$ cat src/rtl/fifo_burst_drain_if.sv
// rtl/fifo_burst_drain_if.sv - FIFO pop port plus registered burst output stream.
interface fifo_burst_drain_if #(
  parameter int DATA_WIDTH = 32,
  parameter int DEPTH      = 8
);
  localparam int ADDR_DEPTH = (DEPTH > 1) ? $clog2(DEPTH) : 1;

  logic                  fifo_full_i;
  logic [ADDR_DEPTH-1:0] fifo_usage_i;
  logic [DATA_WIDTH-1:0] fifo_data_i;
  logic                  fifo_pop_o;
  logic                  valid_o;
  logic                  ready_i;
  logic [DATA_WIDTH-1:0] data_o;
  logic                  last_o;

  modport master (
    input  fifo_full_i, fifo_usage_i, fifo_data_i, ready_i,
    output fifo_pop_o, valid_o, data_o, last_o
  );

  modport slave (
    output fifo_full_i, fifo_usage_i, fifo_data_i, ready_i,
    input  fifo_pop_o, valid_o, data_o, last_o
  );
endinterface

$ cat src/rtl/fifo_burst_drain.sv
// rtl/fifo_burst_drain.sv - burst-gathering FIFO drain; FIFO_BURST_DRAIN_TIMEOUT_EN adds the short-burst timeout.
module fifo_burst_drain #(
  parameter int DATA_WIDTH = 32,
  parameter int DEPTH      = 8,
  parameter int BURST_LEN  = 4,
  parameter int TIMEOUT    = 16
) (
  input  logic               clk_i,
  input  logic               rst_i,
  input  logic               flush_i,
  fifo_burst_drain_if.master bus,
  output logic               busy_o
);
  localparam int ADDR_DEPTH = (DEPTH > 1) ? $clog2(DEPTH) : 1;
  localparam int CW         = ADDR_DEPTH + 1;
  localparam logic [CW-1:0] BLEN_MAX = CW'(BURST_LEN);

  if (BURST_LEN < 1 || BURST_LEN > DEPTH || TIMEOUT < 1) begin : g_bad_param
    $error("fifo_burst_drain: illegal parameter combination");
  end

`ifdef FIFO_BURST_DRAIN_TIMEOUT_EN
  typedef enum logic [1:0] {S_IDLE, S_WAIT, S_BURST} state_t;
  localparam int TW = (TIMEOUT > 1) ? $clog2(TIMEOUT) : 1;
  logic [TW-1:0] timer;
`else
  typedef enum logic [1:0] {S_IDLE, S_BURST} state_t;
`endif

  state_t state, state_nxt;

  logic [CW-1:0]         avail;
  logic [CW-1:0]         blen;
  logic [CW-1:0]         npop;
  logic [CW-1:0]         nbeat;
  logic                  valid_q;
  logic                  last_q;
  logic [DATA_WIDTH-1:0] data_q;
  logic                  pop;
  logic                  hs;

  // A full FIFO at power-of-two depth reports usage 0, so the flag takes over.
  assign avail = bus.fifo_full_i ? CW'(DEPTH) : {1'b0, bus.fifo_usage_i};
  assign hs    = valid_q && bus.ready_i;

  always_comb begin
    state_nxt = state;
    pop       = 1'b0;
    case (state)
      S_IDLE: begin
        if (avail >= BLEN_MAX)
          state_nxt = S_BURST;
`ifdef FIFO_BURST_DRAIN_TIMEOUT_EN
        else if (avail != '0)
          state_nxt = S_WAIT;
`endif
      end
`ifdef FIFO_BURST_DRAIN_TIMEOUT_EN
      S_WAIT: begin
        if (avail >= BLEN_MAX || timer == TW'(TIMEOUT - 1))
          state_nxt = S_BURST;
      end
`endif
      S_BURST: begin
        pop = (npop < blen) && (!valid_q || bus.ready_i);
        if (hs && (nbeat + CW'(1) == blen))
          state_nxt = S_IDLE;
      end
      default: state_nxt = S_IDLE;
    endcase
    if (flush_i) begin
      state_nxt = S_IDLE;
      pop       = 1'b0;
    end
  end

  always_ff @(posedge clk_i or posedge rst_i) begin
    if (rst_i) begin
      state   <= S_IDLE;
      valid_q <= 1'b0;
      last_q  <= 1'b0;
      data_q  <= '0;
      blen    <= '0;
      npop    <= '0;
      nbeat   <= '0;
`ifdef FIFO_BURST_DRAIN_TIMEOUT_EN
      timer   <= '0;
`endif
    end else if (flush_i) begin
      state   <= S_IDLE;
      valid_q <= 1'b0;
      last_q  <= 1'b0;
      npop    <= '0;
      nbeat   <= '0;
`ifdef FIFO_BURST_DRAIN_TIMEOUT_EN
      timer   <= '0;
`endif
    end else begin
      state <= state_nxt;
      if (state != S_BURST && state_nxt == S_BURST) begin
        blen  <= (avail < BLEN_MAX) ? avail : BLEN_MAX;
        npop  <= '0;
        nbeat <= '0;
      end else if (state == S_BURST) begin
        if (pop) begin
          npop    <= npop + CW'(1);
          data_q  <= bus.fifo_data_i;
          valid_q <= 1'b1;
          last_q  <= (npop + CW'(1) == blen);
        end else if (hs) begin
          valid_q <= 1'b0;
          last_q  <= 1'b0;
        end
        if (hs)
          nbeat <= nbeat + CW'(1);
      end
`ifdef FIFO_BURST_DRAIN_TIMEOUT_EN
      if (state != S_WAIT && state_nxt == S_WAIT)
        timer <= '0;
      else if (state == S_WAIT)
        timer <= timer + TW'(1);
`endif
    end
  end

  assign bus.fifo_pop_o = pop;
  assign bus.valid_o    = valid_q;
  assign bus.data_o     = data_q;
  assign bus.last_o     = last_q;
  assign busy_o         = (state != S_IDLE) || valid_q;
endmodule

$ cat src/flat_wrapper.sv
// flat-port wrapper written by rule: the top's interface ports become plain ports
module fifo_burst_drain_flat 
#(
  parameter int DATA_WIDTH = 32,
  parameter int DEPTH      = 8,
  parameter int BURST_LEN  = 4,
  parameter int TIMEOUT    = 16
)
  (clk_i, rst_i, flush_i, busy_o, bus_fifo_full_i, bus_fifo_usage_i, bus_fifo_data_i, bus_ready_i, bus_fifo_pop_o, bus_valid_o, bus_data_o, bus_last_o);
  fifo_burst_drain_if #(.DATA_WIDTH(DATA_WIDTH), .DEPTH(DEPTH)) bus_i ();
  input  logic clk_i;
  input  logic rst_i;
  input  logic flush_i;
  output logic busy_o;
  input wire logic [$bits(bus_i.fifo_full_i)-1:0] bus_fifo_full_i;
  input wire logic [$bits(bus_i.fifo_usage_i)-1:0] bus_fifo_usage_i;
  input wire logic [$bits(bus_i.fifo_data_i)-1:0] bus_fifo_data_i;
  input wire logic [$bits(bus_i.ready_i)-1:0] bus_ready_i;
  output wire logic [$bits(bus_i.fifo_pop_o)-1:0] bus_fifo_pop_o;
  output wire logic [$bits(bus_i.valid_o)-1:0] bus_valid_o;
  output wire logic [$bits(bus_i.data_o)-1:0] bus_data_o;
  output wire logic [$bits(bus_i.last_o)-1:0] bus_last_o;
  assign bus_i.fifo_full_i = bus_fifo_full_i;
  assign bus_i.fifo_usage_i = bus_fifo_usage_i;
  assign bus_i.fifo_data_i = bus_fifo_data_i;
  assign bus_i.ready_i = bus_ready_i;
  assign bus_fifo_pop_o = bus_i.fifo_pop_o;
  assign bus_valid_o = bus_i.valid_o;
  assign bus_data_o = bus_i.data_o;
  assign bus_last_o = bus_i.last_o;
  fifo_burst_drain #(.DATA_WIDTH(DATA_WIDTH), .DEPTH(DEPTH), .BURST_LEN(BURST_LEN), .TIMEOUT(TIMEOUT)) u_core (.clk_i(clk_i), .rst_i(rst_i), .flush_i(flush_i), .bus(bus_i), .busy_o(busy_o));
endmodule
$ cat config.mk
export PLATFORM = sky130hd
export DESIGN_NAME = fifo_burst_drain_flat
export DESIGN_NICKNAME = d
export VERILOG_FILES = /design/src/rtl/fifo_burst_drain_if.sv /design/src/rtl/fifo_burst_drain.sv /design/src/flat_wrapper.sv
export SDC_FILE = /design/constraint.sdc
export NUM_CORES = 1
export LEC_CHECK = 0
export CELL_PAD_IN_SITES_DETAIL_PLACEMENT = 1
export CELL_PAD_IN_SITES_GLOBAL_PLACEMENT = 1
export CORE_ASPECT_RATIO = 1.25
export CORE_UTILIZATION = 31
export DETAILED_ROUTE_END_ITERATION = 10
export GPL_ROUTABILITY_DRIVEN = 1
export PLACE_DENSITY = 0.75
export SYNTH_ARGS = -nofsm -noshare
export SYNTH_HDL_FRONTEND = slang
export SYNTH_SLANG_ARGS = --single-unit
$ cat constraint.sdc
create_clock -name clk_i -period 1.8 [get_ports clk_i]
set_input_delay 0.18 -clock clk_i [delete_from_list [all_inputs] [get_ports clk_i]]
set_output_delay 0.18 -clock clk_i [all_outputs]
set_load 0.03 [all_outputs]
### After elaboration in Yosys (flattened, before gate mapping)

Cells that the tools add are included.

* word-level logic and storage cells: 65
* output and inout port bits: 36
* input port bits: 40
* register bits after elaboration: 48

* mux-type cells: 26
* magnitude comparators: 3
* reduce and logical (&&, ||, !) cells: 19
* $add $sub $neg: 2
* bitwise operators: 2
* equal/unequal tests: 6

Operators by type and width (count)
* 4-bit two-way mux: 10
* 3-bit nonzero test: 4
* 1-bit two-way mux: 11
* 4-bit by 1-bit adder with 4-bit output (second input constant): 2
* 4-bit equality test: 2
* 2-bit two-way mux: 4
* 2-bit AND reduction: 3
* 2-bit by 1-bit equality test with 1-bit output (second input constant): 2
* 4-bit by 3-bit >= comparator with 1-bit output (second input constant): 1
* 1-bit logical AND: 4
* 4-bit by 3-bit < comparator with 1-bit output (second input constant): 1
* 4-bit < comparator: 1
* 2-bit case mux with 2 select lines: 1
* 4-bit AND reduction: 1
* 2-bit nonzero test: 2
* 3-bit AND reduction: 1
* 2-bit zero test: 1
* 1-bit logical OR: 2
* 2-bit by 1-bit != test with 1-bit output (second input constant): 1
* 2-bit != test (second input constant): 1
* 1-bit NOT: 2
* 1-bit zero test: 1

### Logic depth before layout (Yosys ltp)

Gate-level depths: netlist (run 1).

* depth in word-level cells: 10
* mapped depth: 8
* gate-level depth less buffers: 7

### Worst setup path after synthesis (run 1)

OpenSTA, ideal clock, no wires.

* kind: register -> register
* start: reg u_core.blen[2]
* end: reg u_core.data_q[7], in the netlist u_core.bus.data_o[7]
* arrival: 1.847 ns
* required time: 1.675 ns
* path buffers: 1
* path slack: -0.172 ns
* cell stages (with the launch flop): 8
* path through: dfrtp_1 -> inv_1 -> ha_1 -> o21ai_1 -> a21oi_1 -> nor4_4 -> buf_2 -> mux2_2

* elaborated cells between the ends (all ways): 13

RTL lines
* from (decl): RTL line fifo_burst_drain.sv:33 `logic [CW-1:0] blen;`
* from (signal assigned): RTL line fifo_burst_drain.sv:101 `blen <= (avail < BLEN_MAX) ? avail : BLEN_MAX;`
* 4-bit < comparator: RTL line fifo_burst_drain.sv:65 `pop = (npop < blen) && (!valid_q || bus.ready_i);`
* 1-bit logical AND: RTL line fifo_burst_drain.sv:65
* 1-bit two-way mux: RTL line fifo_burst_drain.sv:49 `case (state)`
* 1-bit two-way mux: RTL line fifo_burst_drain.sv:71 `if (flush_i) begin`
* named net bus_fifo_pop_o: RTL line flat_wrapper.sv:19 `output wire logic [$bits(bus_i.fifo_pop_o)-1:0] bus_fifo_pop_o;`
* 4-bit AND reduction (no line)
* to (signal assigned): RTL line fifo_burst_drain.sv:107 `data_q <= bus.fifo_data_i;`
* to (decl): RTL line fifo_burst_drain.sv:38 `logic [DATA_WIDTH-1:0] data_q;`

The timed path passes the listed nets, and every way through them passes these cells.
A chain may end at the register's enable or synchronous reset.

### Worst setup path after layout (run 1)

* start: reg u_core.npop[2]
* end: reg u_core.data_q[8], in the netlist u_core.bus.data_o[8]

* longest elaborated chain between the ends: 5

Ends and longest elaborated chain
* from (decl): RTL line fifo_burst_drain.sv:34 `logic [CW-1:0] npop;`
* from (signal assigned): RTL line fifo_burst_drain.sv:106 `npop <= npop + CW'(1);`
* 4-bit < comparator: RTL line fifo_burst_drain.sv:65
* 1-bit logical AND: RTL line fifo_burst_drain.sv:65
* 1-bit two-way mux: RTL line fifo_burst_drain.sv:49
* 1-bit two-way mux: RTL line fifo_burst_drain.sv:71
* 4-bit AND reduction (no line)

No other way between the ends.

==> metrics, run 1 <==
run status=finished with violations; violations in the final reports=setup timing; total of warnings raised by yosys=0; width of the die=77.0 um; core area=0.00669 mm^2; mean instance size in the synthesized netlist=12.7 um^2; clock buffer depth=2; Net Sw Power=1.09 mW; Post-Route Setup TNS=-4.36 ns; total number of nets in the final design=318; Critical Path Max Stage Delay=0.41 ns; layout overhead on the synthesized area=64.9%; count of filler cells inserted in the layout=703; final hold viol count=0; vias after detailed routing=1719; I/O pin count=76; top area cells in the synthesized netlist=sky130_fd_sc_hd__dfrtp_1, sky130_fd_sc_hd__mux2_2, sky130_fd_sc_hd__ha_1; required time at the worst-slack endpoint=2.00 ns; power density normalized to cell area=927 mW/mm^2; switching power share of the total=0.327; buffers and inverters on the worst path=3; kind of cell with the highest combined delay on the critical path=buffers and inverters; insertion delay of the later-clocked pin in the worst-skew pair=0.30 ns; cell area after technology mapping=0.00218 mm^2; global route total overflow=0; TritonCTS clock tree=done; peak supply drop=0.416 mV; Max Clock Freq=0.506 GHz; FF/Latch Area=0.00120 mm^2; number of sinks handled by clock tree synthesis=48; pins over their slew limit=0; post-layout worst setup margin=-0.176 ns; total global-route track usage=0.166; Worst-path clk slew=0.09 ns; CP endpoint kind=flip-flop; Setup Viol. Count Final=37; share of synthesized area occupied by flip-flops and latches=0.552; Synth top area share=0.552; library cells used by synthesis=35; share of total power in the clock network=0.205; Layout Cell Area excl Fill=0.00359 mm^2; HPWL after DPL=3.79 mm; vias in the first global route=1834; unrepaired setup endpoints after global routing=true; master cell of the clock root buffer=sky130_fd_sc_hd__clkbuf_8; standard cell with the maximum stage delay on the critical path=sky130_fd_sc_hd__dfrtp_1; total power of the final layout=3.33 mW; final period demand of the worst path=1.98 ns; post-synthesis net count=217; Worst Hold Class=in -> async; row count=33; Final GP Congestion=0.806; category of the worst setup path launch point=flip-flop; hold bufs inserted after CTS=0; cell-internal power=2.24 mW; type of the worst setup path=reg -> reg; crit-path max FO=8; core occupancy in the finished layout=0.537; area enclosed by the die boundary=0.00736 mm^2; via/cell ratio=4.79; 1st-pass router iterations=3; Worst EP arrival=2.17 ns; number of max-cap violations=0; pin count of the biggest net entering global routing=35; area of combinational cells with multiple inputs=0.00111 mm^2; number of antenna violations at the first check in global routing=0; pre-CTS setup slack=-0.168 ns; count of buffers from port buffering=73; Sequential Power Share=0.413; wirelength, routed=5.94 mm; n_diodes=0; number of antenna-violating nets in the routed design=0; total CTS buffers=5; Layout Skew=0.00559 ns; number of instances in the synthesized netlist=171; routed len/inst=16.5 um; residual DRC count=0; cells traversed along the worst timing path=ha_1 > o21ai_2 > a21oi_2 > nor4_4 > buf_4 > buf_12 > buf_16 > mux2_4; Leak=1.58 nW; global-route wire length before repair=9.29 mm; post-synth top area cell=sky130_fd_sc_hd__dfrtp_1; share of power burned in combinational logic=0.381; CTS H-tree depth=2; effective utilization at floorplan=0.325; DRT iter0 DRCs=23; vertical die dimension=95.7 um; ratio of cells with drive above 1 in the final layout=0.298; fraction of the cycle the final worst path needs=1.10; Placed Area=0.00314 mm^2; post-synthesis register bit count=48
==> routing by layer <==
layer	wire, um	vias to the layer above	track usage	share of wire
met3	198	12	0.0408	0.033
li1	-	803	-	-
met2	3140	41	0.314	0.53
met4	119	0	0.0497	0.020
met5	0	-	0	0
met1	2490	863	0.184	0.42
==> cells by family after synthesis <==
family	after synthesis	synth area share
DFF	48	0.552
and+or+nand+nor	40	0.108
muxes	33	0.171
AOI/OAI and AO/OA	23	0.0684
xor gates and xnor gates	10	0.0402
buffers and inverters	10	0.0247
adders and majority gates	6	0.0345
other	1	0.00172
==> through the flow <==
step	hold WS, ns	std cells
detailed placement	0.496	344
global route	0.197	359
finish	0.154	359
global placement	0.489	344
CTS	0.160	358
floorplan	0.332	171
==> placed cells by master (no fill, tap or decap), types with 2 or more instances in the layout <==
cell type                         netlist  final
sky130_fd_sc_hd__clkdlybuf4s50_1        0     71
sky130_fd_sc_hd__dfrtp_1               48     48
sky130_fd_sc_hd__mux2_4                 0     33
sky130_fd_sc_hd__buf_4                  4     15
sky130_fd_sc_hd__nand2_1                8      8
sky130_fd_sc_hd__xnor2_1                7      7
sky130_fd_sc_hd__o21ai_0                6      6
sky130_fd_sc_hd__clkbuf_8               0      6
sky130_fd_sc_hd__nor2_1                 5      5
sky130_fd_sc_hd__a21oi_1                5      4
sky130_fd_sc_hd__ha_1                   6      4
sky130_fd_sc_hd__buf_6                  0      4
sky130_fd_sc_hd__nand2b_1               4      3
sky130_fd_sc_hd__nor3_1                 3      3
sky130_fd_sc_hd__and2_1                 3      3
sky130_fd_sc_hd__nor2b_1                3      3
sky130_fd_sc_hd__inv_1                  5      3
sky130_fd_sc_hd__xor2_1                 3      3
sky130_fd_sc_hd__nor4_1                 3      3
sky130_fd_sc_hd__buf_16                 0      3
sky130_fd_sc_hd__o21ai_2                0      2
sky130_fd_sc_hd__inv_2                  0      2
sky130_fd_sc_hd__nand3_1                3      2
sky130_fd_sc_hd__o21bai_1               2      2
sky130_fd_sc_hd__a21o_1                 2      2
sky130_fd_sc_hd__ha_4                   0      2
sky130_fd_sc_hd__clkbuf_16              0      2
sky130_fd_sc_hd__buf_12                 0      2
==> final timing paths <==
check | start | end | slack [ns] | cells after the start
worst max-delay path | u_core.npop[2] | u_core.bus.data_o[8] | -0.18 | 8
worst min-delay path | rst_i | u_core.bus.data_o[26] | 0.15 | 2
worst max register to register | u_core.npop[2] | u_core.bus.data_o[8] | -0.18 | 8
worst min register to register | u_core.bus.data_o[2] | u_core.bus.data_o[2] | 0.51 | 1
max in group asynchronous | rst_i | u_core.bus.data_o[2] | 1.15 | 3
min in group clk_i | bus_fifo_data_i[16] | u_core.bus.data_o[16] | 0.48 | 2
==> synthesized netlist by cell type, drive strengths merged <==
master / instances
nand3b: 1
o21bai: 2
xnor2: 7
dfrtp: 48
nor2: 5
mux2: 33
a21oi: 5
a21o: 2
nor3b: 3
ha: 6
nor2b: 3
a211o: 1
o21ai: 8
nand2: 8
nor3: 3
o21ba: 1
or3: 1
nor4: 4
o211ai: 1
and3: 1
inv: 5
nand3: 3
nand2b: 4
and2: 3
a22o: 1
nand4: 1
a32oi: 1
conb: 1
xor2: 3
a21bo: 1
buf: 5
==> final cells by class <==
class                      instances  share of cell area
sequential                        48               0.334
tap                               87              0.0303
clock inverter                     1             0.00244
multi-input combinational        113               0.308
timing repair buffer              99               0.297
inverter                           5             0.00523
clock buffer                       6              0.0230
==> worst register-to-register path, delay by kind of cell (launching register included) <==
family	cells	cell delay, ns
buf+inv	3	0.46
flops	1	0.41
fa+ha+maj	1	0.31
mux	1	0.30
compound gates	2	0.20
simple gates	1	0.20
==> registers in the layout, summed over array words and instances, names as in the netlist <==
register / cells
u_core.bus.data_o: 32
u_core.blen: 4
u_core.nbeat: 4
u_core.npop: 4
u_core.state: 2
u_core.bus.last_o: 1
u_core.bus.valid_o: 1
==> power groups by stage <==
stage / registers, mW / logic [mW] / clock network [mW]
3_3_place_gp: 1.38 / 1.13 / 0
3_5_place_dp: 1.39 / 1.14 / 0
6_report: 1.38 / 1.27 / 0.683
4_1_cts: 1.37 / 1.22 / 0.705
2_1_floorplan: 1.76 / 0.228 / 0
5_1_grt: 1.40 / 1.34 / 0.740
==> what timing repair did <==
| item | CTS | global route |
|---|---|---|
| gates cloned | 2 | 2 |
| pin swaps | 2 | 1 |
| endpoints found under the setup margin | 39 | 38 |
| resized for setup | 29 | 24 |
| buffers inserted | 6 | 0 |
No activity file was read; power rests on OpenSTA's default activity.
==> inputs of run 2 (changes only) <==
SLEW_MARGIN = 20   (was default)
==> results of run 2 <==
Final layout, timing and power as in run 1 (identical DEF).
==> inputs of run 3 (changes only) <==
ABC_CLOCK_PERIOD_IN_PS = 1800   (was default)
SETUP_SLACK_MARGIN = 0.02   (was default)
==> metrics, run 3 (synthesized netlist as in run 1, its figures left out) <==
register-to-register setup slack=-0.17 ns (about the same); run status=finished with violations; power density normalized to cell area=925 mW/mm^2 (-0.25%); category of the worst setup path launch point=flip-flop; pin count of the biggest net entering global routing=35 (unchanged); CP endpoint kind=flip-flop; clock buffer depth=2 (unchanged); number of max-cap violations=0 (unchanged); pre-CTS setup slack=-0.168 ns (unchanged); effective utilization at floorplan=0.325 (unchanged); number of sinks handled by clock tree synthesis=48 (unchanged); Worst-path clk slew=0.09 ns (about the same); vias after detailed routing=1724 (+0.29%); HPWL after DPL=3.79 mm (unchanged); Worst EP arrival=2.16 ns (about the same); Setup Viol. Count Final=37 (unchanged); metal1 wirelength=2.42 mm (-2.7%); Worst Hold Class=in -> async; row count=33 (unchanged); final period demand of the worst path=1.97 ns (-0.0109 ns); post-layout worst setup margin=-0.165 ns (+0.0109 ns); total number of nets in the final design=318 (unchanged); vertical die dimension=95.7 um (unchanged); peak supply drop=0.416 mV (about the same); number of antenna violations at the first check in global routing=0 (unchanged); Layout Cell Area excl Fill=0.00359 mm^2 (unchanged); area of combinational cells with multiple inputs=0.00111 mm^2 (unchanged); total CTS buffers=5 (unchanged); vias in the first global route=1839 (+0.27%); layout overhead on the synthesized area=64.9% (unchanged); unrepaired setup endpoints after global routing=true; kind of cell with the highest combined delay on the critical path=buffers and inverters; Routed met3 length=204 um (+3.0%); most used cells in the layout excluding fill and tap cells=sky130_fd_sc_hd__clkdlybuf4s50_1, sky130_fd_sc_hd__dfrtp_1, sky130_fd_sc_hd__mux2_4; Placed Area=0.00314 mm^2 (unchanged); number of antenna-violating nets in the routed design=0 (unchanged); core area=0.00669 mm^2 (unchanged); width of the die=77.0 um (unchanged); worst reg-to-reg path cell count=8 (unchanged); global-route wire length before repair=9.30 mm (+0.15%); cell-internal power=2.24 mW (about the same); Net Sw Power=1.08 mW (-0.75%); fraction of the cycle the final worst path needs=1.09 (-0.00607); cells traversed along the worst timing path=ha_1 > o21ai_2 > a21oi_2 > nor4_4 > buf_4 > buf_12 > buf_16 > mux2_4; Sequential Power Share=0.414 (about the same); I/O pin count=76 (unchanged); leading cell type in the layout, fill and taps excluded=sky130_fd_sc_hd__clkdlybuf4s50_1; DRT iter0 DRCs=30 (+30%); pins over their slew limit=0 (unchanged); CTS H-tree depth=2 (unchanged); beginning of the worst register-to-register path=u_core.npop[2]; final hold viol count=0 (unchanged); standard cell with the maximum stage delay on the critical path=sky130_fd_sc_hd__dfrtp_1; Critical Path Max Stage Delay=0.40 ns (about the same); flip-flop count of the largest register after layout=32 (unchanged); TritonCTS clock tree=done; global route total overflow=0 (unchanged); share of power burned in combinational logic=0.382 (about the same); type of the worst setup path=reg -> reg; required time at the worst-slack endpoint=1.99 ns (about the same); Post-Route Setup TNS=-4.00 ns (+0.360 ns); buffers and inverters on the worst path=3 (unchanged); Leak=1.58 nW (unchanged); crit-path max FO=8 (unchanged); residual DRC count=0 (unchanged); wirelength, routed=5.90 mm (-0.66%); Max Clock Freq=0.509 GHz (+0.56%); n_diodes=0 (unchanged); critical register-to-register path endpoint=u_core.bus.data_o[8]; total global-route track usage=0.166 (+0.000207); violations in the final reports=setup timing; FF/Latch Area=0.00120 mm^2 (unchanged); Final GP Congestion=0.806 (unchanged); count of buffers from port buffering=73 (unchanged); routed wl met2=3.13 mm (-0.29%); highest signal layer in the routed design=met4; Layout Skew=0.00793 ns (+0.00234 ns); master cell of the clock root buffer=sky130_fd_sc_hd__clkbuf_8; count of filler cells inserted in the layout=704 (+0.14%); routed len/inst=16.4 um (-0.66%); via/cell ratio=4.80 (+0.29%); insertion delay of the later-clocked pin in the worst-skew pair=0.30 ns (about the same); switching power share of the total=0.325 (-0.00163); area enclosed by the die boundary=0.00736 mm^2 (unchanged); share of total power in the clock network=0.204 (about the same); hold bufs inserted after CTS=0 (unchanged); 1st-pass router iterations=3 (unchanged); ratio of cells with drive above 1 in the final layout=0.298 (unchanged)
[run 3: cell counts in the layout (fill, tap and decap cells not counted)]
Identical to the previous run, type by type.
[run 3: layer usage]
metal	up-vias	global-route usage
li1	805	-
met1	862	0.184
met2	43	0.315
met3	14	0.0408
met4	0	0.0497
met5	-	0
[run 3: worst max-delay path by stage]
stage,slack [ns],start,endpoint,cells past startpoint
after floorplan,-0.06,u_core.npop[2],u_core.bus.data_o[10],6
after global placement,-0.13,u_core.npop[2],u_core.bus.data_o[24],6
after detailed placement,-0.17,u_core.npop[2],u_core.bus.data_o[4],6
final,-0.17,u_core.npop[2],u_core.bus.data_o[8],8
after CTS,-0.14,u_core.npop[2],u_core.bus.data_o[24],8
after global routing,-0.27,u_core.npop[2],u_core.bus.data_o[10],8
[run 3: layout make-up]
type                    count  area share
multi-input cells         113       0.308
inverters                   5     0.00523
flip-flops and latches     48       0.334
well taps                  87      0.0303
clock inverters             1     0.00244
clock buffers               6      0.0230
repair buffers             99       0.297
[run 3: repair_timing]
item / CTS / global route
gates cloned: 2 / 2
buffers inserted: 6 / 0
pin swaps: 2 / 0
endpoints found under the setup margin: 39 / 38
gates resized for setup: 31 / 22
[run 3: power by group through the flow]
stage	Clock, mW	Combinational (mW)	Sequential, mW
final	0.677	1.27	1.37
after global routing	0.743	1.34	1.40
after CTS	0.705	1.22	1.37
after detailed placement	0	1.14	1.39
after global placement	0	1.13	1.38
after floorplan	0	0.228	1.76
[run 3: per-stage QoR]
stage	hold slack, ns	utilization	total power, mW	instances
finish	0.154	0.537	3.32	359
global route	0.195	0.537	3.48	359
CTS	0.160	0.517	3.30	358
detailed placement	0.496	0.469	2.53	344
global placement	0.489	0.469	2.50	344
floorplan	0.332	-	1.98	171
